==> config.mk <==
export PLATFORM = sky130hd
export DESIGN_NAME = snake_collision_detector
export DESIGN_NICKNAME = d
export VERILOG_FILES = /design/src/rtl/snake_collision_detector.sv
export SDC_FILE = /design/constraint.sdc
export NUM_CORES = 1
export LEC_CHECK = 0
export ABC_AREA = 0
export ABC_CLOCK_PERIOD_IN_PS = 4400
export BUFFER_PORTS_ARGS = -buffer_cell sky130_fd_sc_hd__clkbuf_2
export CAP_MARGIN = 20
export CORE_ASPECT_RATIO = 1.5
export CORE_MARGIN = 2
export CORE_UTILIZATION = 65
export CTS_CLUSTER_DIAMETER = 30
export DETAILED_ROUTE_END_ITERATION = 10
export PLACE_DENSITY_LB_ADDON = 0.15
export SETUP_SLACK_MARGIN = 0.4
export SLEW_MARGIN = 10
export SYNTH_ARGS = -nofsm -noshare
export SYNTH_HDL_FRONTEND = slang
export SYNTH_SLANG_ARGS = --single-unit
==> constraint.sdc <==
create_clock -name clk -period 4.4 [get_ports clk]
set_input_delay 0.66 -clock clk [delete_from_list [all_inputs] [get_ports clk]]
set_output_delay 0.66 -clock clk [all_outputs]
set_load 0.005 [all_outputs]
==> src/rtl/snake_collision_detector.sv <==
// Snake body store and move classifier: one head move per strobe, sequential
// self-collision scan, single-cycle goodColl/badColl pulses.
module snake_collision_detector #(
  parameter int COORD_W  = 4,
  parameter int GRID_MAX = 11,
  parameter int MAX_LEN  = 32,
  parameter int INIT_LEN = 3
) (
  input  logic               clk,
  input  logic               nRst,
  input  logic               move_valid,
  input  logic [COORD_W-1:0] head_x,
  input  logic [COORD_W-1:0] head_y,
  input  logic [COORD_W-1:0] apple_x,
  input  logic [COORD_W-1:0] apple_y,
  input  logic               restart,
  output logic               busy,
  output logic               goodColl,
  output logic               badColl,
  output logic               dead,
  output logic [5:0]         length
);

  localparam int IDX_W = $clog2(MAX_LEN);
  localparam logic [COORD_W-1:0] GMAX = COORD_W'(GRID_MAX);

  typedef enum logic [1:0] {IDLE, SCAN, UPDATE, DEAD} state_t;

  state_t             state;
  logic [COORD_W-1:0] body_x [MAX_LEN];
  logic [COORD_W-1:0] body_y [MAX_LEN];
  logic [COORD_W-1:0] hx, hy;
  logic               eat, wall, hit;
  logic [5:0]         idx, scan_last;
  logic               seg_match;

  // Initial snake lies horizontally on row 5 with the head at x=4.
  function automatic logic [COORD_W-1:0] init_x(int unsigned i);
    return (i < INIT_LEN) ? COORD_W'(4 - i) : '0;
  endfunction

  function automatic logic [COORD_W-1:0] init_y(int unsigned i);
    return (i < INIT_LEN) ? COORD_W'(5) : '0;
  endfunction

  // The tail vacates on a plain move, so it is only checked when growing.
  always_comb begin
    scan_last = eat ? (length - 6'd1) : (length - 6'd2);
    seg_match = (body_x[idx[IDX_W-1:0]] == hx) && (body_y[idx[IDX_W-1:0]] == hy);
  end

  always_ff @(posedge clk or negedge nRst) begin
    if (!nRst) begin
      state    <= IDLE;
      busy     <= 1'b0;
      goodColl <= 1'b0;
      badColl  <= 1'b0;
      dead     <= 1'b0;
      length   <= 6'(INIT_LEN);
      hx       <= '0;
      hy       <= '0;
      eat      <= 1'b0;
      wall     <= 1'b0;
      hit      <= 1'b0;
      idx      <= '0;
      for (int unsigned i = 0; i < MAX_LEN; i++) begin
        body_x[i] <= init_x(i);
        body_y[i] <= init_y(i);
      end
    end else if (restart) begin
      state    <= IDLE;
      busy     <= 1'b0;
      goodColl <= 1'b0;
      badColl  <= 1'b0;
      dead     <= 1'b0;
      length   <= 6'(INIT_LEN);
      hx       <= '0;
      hy       <= '0;
      eat      <= 1'b0;
      wall     <= 1'b0;
      hit      <= 1'b0;
      idx      <= '0;
      for (int unsigned i = 0; i < MAX_LEN; i++) begin
        body_x[i] <= init_x(i);
        body_y[i] <= init_y(i);
      end
    end else begin
      case (state)
        IDLE: begin
          if (move_valid) begin
            hx   <= head_x;
            hy   <= head_y;
            eat  <= (head_x == apple_x) && (head_y == apple_y);
            hit  <= 1'b0;
            idx  <= '0;
            busy <= 1'b1;
            if (head_x > GMAX || head_y > GMAX) begin
              wall    <= 1'b1;
              badColl <= 1'b1;
              state   <= UPDATE;
            end else begin
              wall  <= 1'b0;
              state <= SCAN;
            end
          end
        end
        // Pulses are loaded on the edge entering UPDATE so they are visible for its one cycle.
        SCAN: begin
          if (seg_match) begin
            hit     <= 1'b1;
            badColl <= 1'b1;
            state   <= UPDATE;
          end else if (idx == scan_last) begin
            goodColl <= eat;
            state    <= UPDATE;
          end else begin
            idx <= idx + 6'd1;
          end
        end
        UPDATE: begin
          goodColl <= 1'b0;
          badColl  <= 1'b0;
          if (wall || hit) begin
            dead  <= 1'b1;
            state <= DEAD;
          end else begin
            for (int unsigned i = MAX_LEN - 1; i > 0; i--) begin
              body_x[i] <= body_x[i-1];
              body_y[i] <= body_y[i-1];
            end
            body_x[0] <= hx;
            body_y[0] <= hy;
            if (eat && length != 6'(MAX_LEN))
              length <= length + 6'd1;
            busy  <= 1'b0;
            state <= IDLE;
          end
        end
        DEAD: begin
          state <= DEAD;
        end
        default: state <= IDLE;
      endcase
    end
  end

endmodule
=== Word-level counts from Yosys, hierarchy flattened ===
Cells that the tools add are included.

* Equal/unequal tests: 18
* $add $sub $neg: 4
* Bitwise gates (word level): 1
* Magnitude comparators: 3
* Reduce and logical (&&, ||, !) cells: 25
* Mux-type cells: 61

{| class="wikitable"
|+ Operator list
! kind !! number
|-
| 2-to-1 mux 128 bit || 6
|-
| 2-to-1 mux 6 bit || 9
|-
| binary-select mux 4 bit (select 5 bit) || 2
|-
| 2-to-1 mux 4 bit || 10
|-
| 2-to-1 mux 1 bit || 22
|-
| inequality test 3 bit, second input constant || 7
|-
| equality test 4 bit || 4
|-
| adder 6 x 1 -> 6 bit, second input constant || 2
|-
| 2-to-1 mux 2 bit || 6
|-
| one-hot mux 6 bit (2 select lines) || 1
|-
| AND reduction 3 bit || 4
|-
| nonzero test 2 bit || 5
|-
| nonzero test 3 bit || 3
|-
| > comparator 4 bit, second input constant || 2
|-
| one-hot mux 2 bit (4 select lines) || 1
|-
| AND reduction 2 bit || 4
|-
| AND reduction 4 bit || 2
|-
| equality test 6 bit || 1
|-
| greater-or-equal comparator 6 bit, second input constant || 1
|-
| inequality test 6 bit, second input constant || 1
|-
| inverter 5 -> 6 bit || 1
|-
| one-hot mux 1 bit (2 select lines) || 3
|-
| subtractor 6 x 1 -> 6 bit, second input constant || 1
|-
| subtractor 6 x 2 -> 6 bit, second input constant || 1
|-
| 9 further kinds || 13
|}

* Register bits after elaboration: 285
* Output and inout bits: 10
* Input bits: 20
* Logic and storage cells: 188

=== Logic depth before layout (Yosys ltp) ===
Gate-level depths: netlist (run 1).

* Word-level depth: 9
* Mapped depth: 13
* Gate-level depth less buffers: 11

=== Worst setup path before layout (run 1) ===
OpenSTA, ideal clock, no wires.

* Path type: reg2reg
* Start: reg idx[0]
* End: reg goodColl
* Period minus slack after synthesis: 2914 ps
* Library setup time: 127 ps
* Data arrival time: 2787 ps
* Data required time: 4273 ps
* Path buffers: 3
* Path slack: 1486 ps
* Stages on the path, launching flop included: 12
* Path through: dfrtp_1 buf_6 buf_6 buf_4 mux4_2 mux4_2 mux2i_1 xor2_1 nand4_2 nor2_4 nand2_1 mux2_1

* Cells in the longest elaborated chain, start to end: 8
* Elaborated cells between the ends (all ways): 14
* Classes of those cells: eq/ne: 5; mux: 6; bitwise: 1; reduce/logical: 2

{| class="wikitable"
|+ Ends and longest elaborated chain
! what !! RTL line !! text
|-
| from (decl) || 34 || <nowiki>logic [5:0] idx, scan_last;</nowiki>
|-
| from (signal assigned) || 117 || <nowiki>idx <= idx + 6'd1;</nowiki>
|-
| inverter 5 -> 6 bit (implied by the code) || 49 || <nowiki>seg_match = (body_x[idx[IDX_W-1:0]] == hx) && (body_y[idx[IDX_W-1:0]] == hy);</nowiki>
|-
| binary-select mux 4 bit (select 5 bit) || 49 ||
|-
| 2-to-1 mux 4 bit (implied by the code) (2 in series) || 49 ||
|-
| equality test 4 bit || 49 ||
|-
| logical AND 1 bit || 49 ||
|-
| inequality test 3 bit (no source line) || -- ||
|-
| AND reduction 3 bit (no source line) (*) || -- ||
|-
| to (signal assigned) || 114 || <nowiki>goodColl <= eat;</nowiki>
|-
| to (decl) || 18 || <nowiki>output logic goodColl,</nowiki>
|}

Every way passes the cells marked *; elsewhere a longest branch is shown, timed or not. The select of a mux whose other input is x is not followed.
A chain may end at the register's enable or synchronous reset.

=== Final worst setup path (run 1) ===
Same ends and word-level chain as after synthesis.

==> results of run 1 <==
-- flip-flops by register name, summed over array words and instances, names as in the netlist, 2 cells and up --
name    flops
idx         6
hy          4
body_y    128
state       2
length      6
hx          4
body_x    128
-- layout make-up --
cell class                 instances  share of cell area
tap                              268              0.0216
clock buffer                      51              0.0724
sequential                       285               0.460
clock inverter                    26              0.0156
inverter                          11             0.00265
multi-input combinational       1073               0.402
timing repair buffer              49              0.0258
-- cell families (layout without fill, tap and decap cells) --
family / Yosys count / in the layout / synth area share
buffers and inverters: 125 / 137 / 0.0369
and+or+nand+nor: 634 / 634 / 0.182
xor gates and xnor gates: 30 / 30 / 0.0189
DFF: 285 / 285 / 0.514
muxes: 90 / 90 / 0.122
AOI/OAI and AO/OA: 312 / 312 / 0.120
adders and majority gates: 7 / 7 / 0.00630
-- critical path, stage by stage (launching register included) --
cell and delay, ns:
dfrtp_4 0.59, buf_12 0.35, mux4_2 0.55, mux4_2 0.49
and2_1 0.18, a21oi_1 0.16, xor2_1 0.18, nand4_2 0.23
nor2_4 0.22, nand2_1 0.08, mux2_1 0.32
-- power breakdown --
| group | switching, mW | total, mW | leakage, nW | internal, mW |
|---|---|---|---|---|
| registers | 0.0798 | 2.76 | 3.92 | 2.68 |
| logic | 0.547 | 0.786 | 1.73 | 0.239 |
| clock network | 1.26 | 3.23 | 0.665 | 1.98 |
-- cells in the mapped netlist, types with 2 or more instances --
library cell / instances / share of area
nor4_1: 4 / 0.0018
xnor2_1: 15 / 0.0095
and2_1: 2 / 0.00090
a22oi_1: 4 / 0.0022
o211ai_1: 4 / 0.0022
inv_1: 8 / 0.0022
buf_1: 2 / 0.00054
buf_4: 4 / 0.0022
o21ai_0: 15 / 0.0054
a211oi_1: 3 / 0.0016
a22o_1: 2 / 0.0013
dfstp_2: 12 / 0.023
nand2b_1: 4 / 0.0018
nand3b_1: 11 / 0.0059
ha_1: 7 / 0.0063
or3_1: 2 / 0.00090
a31oi_1: 3 / 0.0014
clkbuf_1: 100 / 0.027
o311ai_0: 2 / 0.0013
dfrtp_1: 273 / 0.49
o22ai_1: 7 / 0.0031
nor3_1: 8 / 0.0029
o31ai_1: 3 / 0.0016
clkinv_1: 2 / 0.00054
mux2_2: 3 / 0.0024
nor2b_1: 5 / 0.0023
nand4_1: 6 / 0.0027
buf_2: 5 / 0.0018
nand3_1: 11 / 0.0040
xor2_1: 15 / 0.0095
mux4_2: 63 / 0.10
nand2_1: 555 / 0.15
buf_6: 3 / 0.0024
nor2_1: 21 / 0.0057
a21oi_1: 259 / 0.093
mux2i_1: 23 / 0.017
-- metal layers --
metal | track usage | share of wire | up-vias
met3 | 0.0401 | 0.039 | 86
met5 | 0 | 0 | -
met2 | 0.513 | 0.53 | 277
met1 | 0.371 | 0.39 | 5361
met4 | 0.115 | 0.037 | 0
li1 | - | - | 4998
-- path summary, 6_finish.rpt --
check | startpoint | end | slack, ns | cells after the start
worst min-delay path | nRst | eat | 0.23 | 1
worst min register to register | wall | wall | 0.47 | 2
max in group asynchronous | nRst | body_y[118] | 3.24 | 2
min in group clk | head_y[1] | hy[1] | 0.41 | 3
worst max-delay path | idx[0] | goodColl | 0.87 | 10
worst max register to register | idx[0] | goodColl | 0.87 | 10
-- per-stage QoR --
step	worst slack (ns)	power (mW)	hold slack, ns	utilization
after floorplan	1.49	3.37	0.364	-
after global placement	0.947	3.59	0.456	0.676
after detailed placement	0.924	3.60	0.463	0.676
after CTS	0.889	6.83	0.320	0.741
after global routing	0.705	7.04	0.346	0.741
final	0.875	6.78	0.229	0.741
==> reports/qor.txt, run 1 <==
CTS Sinks: 285
First DRT Iteration DRCs: 1014
Ys Warns: 0
GRT overflow: 0
chip width: 123 um
Crit Path Category: flop to flop
final count of hold timing violations: 0
boundary pin count: 30
antenna cell count: 0
Max-Cap Viols: 0
ANT nets after route: 0
asr flop ratio synth: 1.00
hpwl dp: 18900 um
FMAX: 284 MHz
worst-margin pin slew: 1.42 ns
first-pass GRT wire length: 53300 um
CTS tree: yes
via density per instance: 6.08
Final min period: 3.53 ns
DRT Wirelength: 31800 um
std cell rows: 65
Die H: 183 um
Max VDD drop: 0.345 mV
synthesized instance count: 1483
EDFF count, synth: 0
Hold Buf Count CTS: 0
average size of a mapped cell: 9.37 sq um
Max Slew Vio Count: 0
Sequential Area: 7150 sq um
Worst-Skew Late Latency: 0.53 ns
relative slew slack: 0.0554
CTS resizes: 0
commonest non-fill, non-tap cell in the layout: nand2_1
Synth Flop Type: dfrtp_1
Fin Setup TNS: 0 ns
H-tree Lvls: 2
wire per inst: 18.1 um
Starting Density: 0.663
via count: 10700
Worst Setup Start Kind: flop
final clock skew: 0.0260 ns
routability cong.: 0.814
Finished Cell Area: 15600 sq um
Final Non-Filler Cells: 1763
number of fill cells: 1478
Arr. time, crit path: 3.91 ns
Nets: 1490
postcts setup bufs: 0
Leakage: 6.31 nW
die outline area: 22600 sq um
placed inst area: 14200 sq um
syn nets: 1510
detailed-route DRC error count: 0
Cell Area, Synth: 13900 sq um
CTS buffer count: 43
clk root buf: clkbuf_16
Synth Register Bits: 285
Placed Instances: 1686
most frequent cells in the layout: nand2_1, dfrtp_1, a21oi_1
Netlist cell types: 53
vias in the first global route: 10800
initial antenna violation count: 0
largest net degree at the start of global routing: 258
Critical Path Sink Type: flop
drt pass-1 iters: 5
unrepaired setup endpoints after global routing: false
CORE AREA: 21000 sq um
status: complete, no violations
final clock period utilization by the worst path: 0.801
sequential share of the synthesized area: 0.514
power density cells: 436 nW/um^2
Max Root-Sink Buffers: 3
Total GRT Usage: 0.295
clock slew at reported path FFs: 0.06 ns
footprint of the multi-input gates: 6250 sq um
synth-to-layout area growth: 11.9%
IO Port Bufs: 29
Finish-stage setup viols: 0
Max FO, Critical Path: 42
Data required, critical path: 4.79 ns
layout cell share with drive strength beyond 1: 0.141
Worst Hold Class: primary input to async pin
(Power assumes the default switching activity.)
==> run 2, diff against run 1 <==
--- a/config.mk
+++ b/config.mk
@@ -6,12 +6,12 @@
 export NUM_CORES = 1
 export LEC_CHECK = 0
 export ABC_AREA = 0
-export ABC_CLOCK_PERIOD_IN_PS = 4400
+export ABC_CLOCK_PERIOD_IN_PS = 3700
 export BUFFER_PORTS_ARGS = -buffer_cell sky130_fd_sc_hd__clkbuf_2
 export CAP_MARGIN = 20
 export CORE_ASPECT_RATIO = 1.5
 export CORE_MARGIN = 2
-export CORE_UTILIZATION = 65
+export CORE_UTILIZATION = 63
 export CTS_CLUSTER_DIAMETER = 30
 export DETAILED_ROUTE_END_ITERATION = 10
 export PLACE_DENSITY_LB_ADDON = 0.15
==> constraint.sdc (replaced) <==
create_clock -name clk -period 3.7 [get_ports clk]
set_input_delay 0.555 -clock clk [delete_from_list [all_inputs] [get_ports clk]]
set_output_delay 0.555 -clock clk [all_outputs]
set_load 0.005 [all_outputs]
==> run 2 against run 1 <==
  * Register-to-register slack worse by 0.40 ns
  * Worst hold slack worse by 0.21 ns
  * Sequential power increased by 19%
  * Design area up 3.2%
  * Sequential cell count unchanged
  * Non-clock buffer count is 25 higher
  * Power rose by 28%
  * Count of clock-buffer cells in the layout increased by 7
  * Largest power group unchanged
==> reports/qor.txt, run 2 (synthesis gave the netlist of run 1 again) <==
power density cells: 542 nW/um^2
synth-to-layout area growth: 15.4%
final clock skew: 0.0268 ns
vias in the first global route: 10900
Critical Path Sink Type: flop
final clock period utilization by the worst path: 0.871
antenna cell count: 0
Max Slew Vio Count: 0
final count of hold timing violations: 0
r2r startpoint: idx[0]
First DRT Iteration DRCs: 830
number of fill cells: 1559
die outline area: 23300 sq um
routability cong.: 0.809
Fin Setup TNS: 0 ns
CTS Sinks: 285
CTS buffer count: 44
Crit Path Category: flop to flop
Nets: 1516
layout cell share with drive strength beyond 1: 0.161
via density per instance: 6.06
Top Registers: body_x x128, body_y x128
Data required, critical path: 4.10 ns
Die H: 186 um
IO Port Bufs: 29
Worst-Skew Late Latency: 0.55 ns
Max VDD drop: 0.363 mV
Starting Density: 0.640
commonest non-fill, non-tap cell in the layout: nand2_1
relative slew slack: 0.0989
Final min period: 3.22 ns
wire per inst: 18.1 um
H-tree Lvls: 2
Total GRT Usage: 0.285
std cell rows: 66
worst-margin pin slew: 1.35 ns
Worst Setup Start Kind: flop
ANT nets after route: 0
drt pass-1 iters: 6
boundary pin count: 30
Max-Cap Viols: 0
CORE AREA: 21700 sq um
largest net degree at the start of global routing: 258
FMAX: 310 MHz
first-pass GRT wire length: 54000 um
chip width: 125 um
status: complete, no violations
GRT overflow: 0
most frequent cells in the layout: nand2_1, dfrtp_1, a21oi_1
Setup crit start: idx[0]
clk root buf: clkbuf_16
unrepaired setup endpoints after global routing: true
clock slew at reported path FFs: 0.05 ns
Leakage: 6.55 nW
Worst Hold Class: primary input to async pin
Arr. time, crit path: 3.63 ns
Max Root-Sink Buffers: 3
Hold Buf Count CTS: 0
Placed Instances: 1698
hpwl dp: 19200 um
via count: 10900
Finish-stage setup viols: 0
detailed-route DRC error count: 0
Max FO, Critical Path: 13
initial antenna violation count: 0
DRT Wirelength: 32500 um
Final Non-Filler Cells: 1797
CTS tree: yes
## run 2: cell count changes in the layout (fill, tap and decap cells not counted), sizes merged
| cell | change |
|---|---|
| buf | +23 |
| bufinv | +4 |
| clkbuf | +9 |
| clkinv | -2 |
| clkinvlp | +3 |
| inv | -7 |
## run 2: worst max-delay path, cell delays in order (launching register included)
cell and delay, ns:
dfrtp_4 0.53, buf_16 0.20, mux4_2 0.50, mux4_2 0.50
mux2i_2 0.26, xor2_1 0.28, nand4_4 0.20, nor2_4 0.18
nand2_1 0.08, mux2_1 0.33
## run 2: per-stage QoR
stage | power (mW) | utilization | hold slack (ns) | setup WS, ns | area, sq um
2_1_floorplan | 4.01 | - | 0.259 | 0.786 | 13900
6_report | 8.69 | 0.739 | 0.0204 | 0.476 | 16000
4_1_cts | 8.62 | 0.728 | 0.0563 | 0.409 | 15800
3_5_place_dp | 4.29 | 0.655 | 0.458 | 0.353 | 14200
5_1_grt | 8.98 | 0.739 | 0.0784 | 0.364 | 16000
3_3_place_gp | 4.28 | 0.655 | 0.454 | 0.446 | 14200
## run 2: what timing repair did
item | in CTS | in global routing
endpoints found under the hold margin | 0 | 0
pin swaps | 0 | 5
setup endpoints to repair | 1 | 11
gates cloned | 0 | 2
resized for setup | 2 | 8
setup buffers | 0 | 14
## run 2: final timing paths
| check | cells after the start | slack, ns | to |
|---|---|---|---|
| max | 9 | 0.48 | goodColl |
| min | 1 | 0.02 | length[3] |
| max reg2reg | 9 | 0.48 | goodColl |
| min reg2reg | 2 | 0.47 | wall |
| max in group asynchronous | 2 | 2.71 | body_y[118] |
| min in group clk | 3 | 0.30 | hx[1] |
## run 2: per-layer routing
metal,routed length (um),GRT usage,vias up
li1,-,-,5047
met1,12700,0.352,5462
met2,17300,0.507,296
met3,1270,0.0417,89
met4,1150,0.117,0
met5,0,0,-
## run 2: layout make-up
class | instances | area, sq um | share of cell area
Inverter | 11 | 41.3 | 0.00257
Multi-Input combinational cell | 1073 | 6270 | 0.391
Sequential cell | 285 | 7150 | 0.446
Clock inverter | 24 | 307 | 0.0191
Tap cell | 272 | 340 | 0.0212
Clock buffer | 58 | 1260 | 0.0788
Timing Repair Buffer | 74 | 664 | 0.0414
## run 2: report_power, final
| group | internal (mW) | switching [mW] |
|---|---|---|
| sequential | 3.19 | 0.0831 |
| clock | 2.83 | 1.50 |
| combinational | 0.380 | 0.704 |
| total | 6.41 | 2.28 |
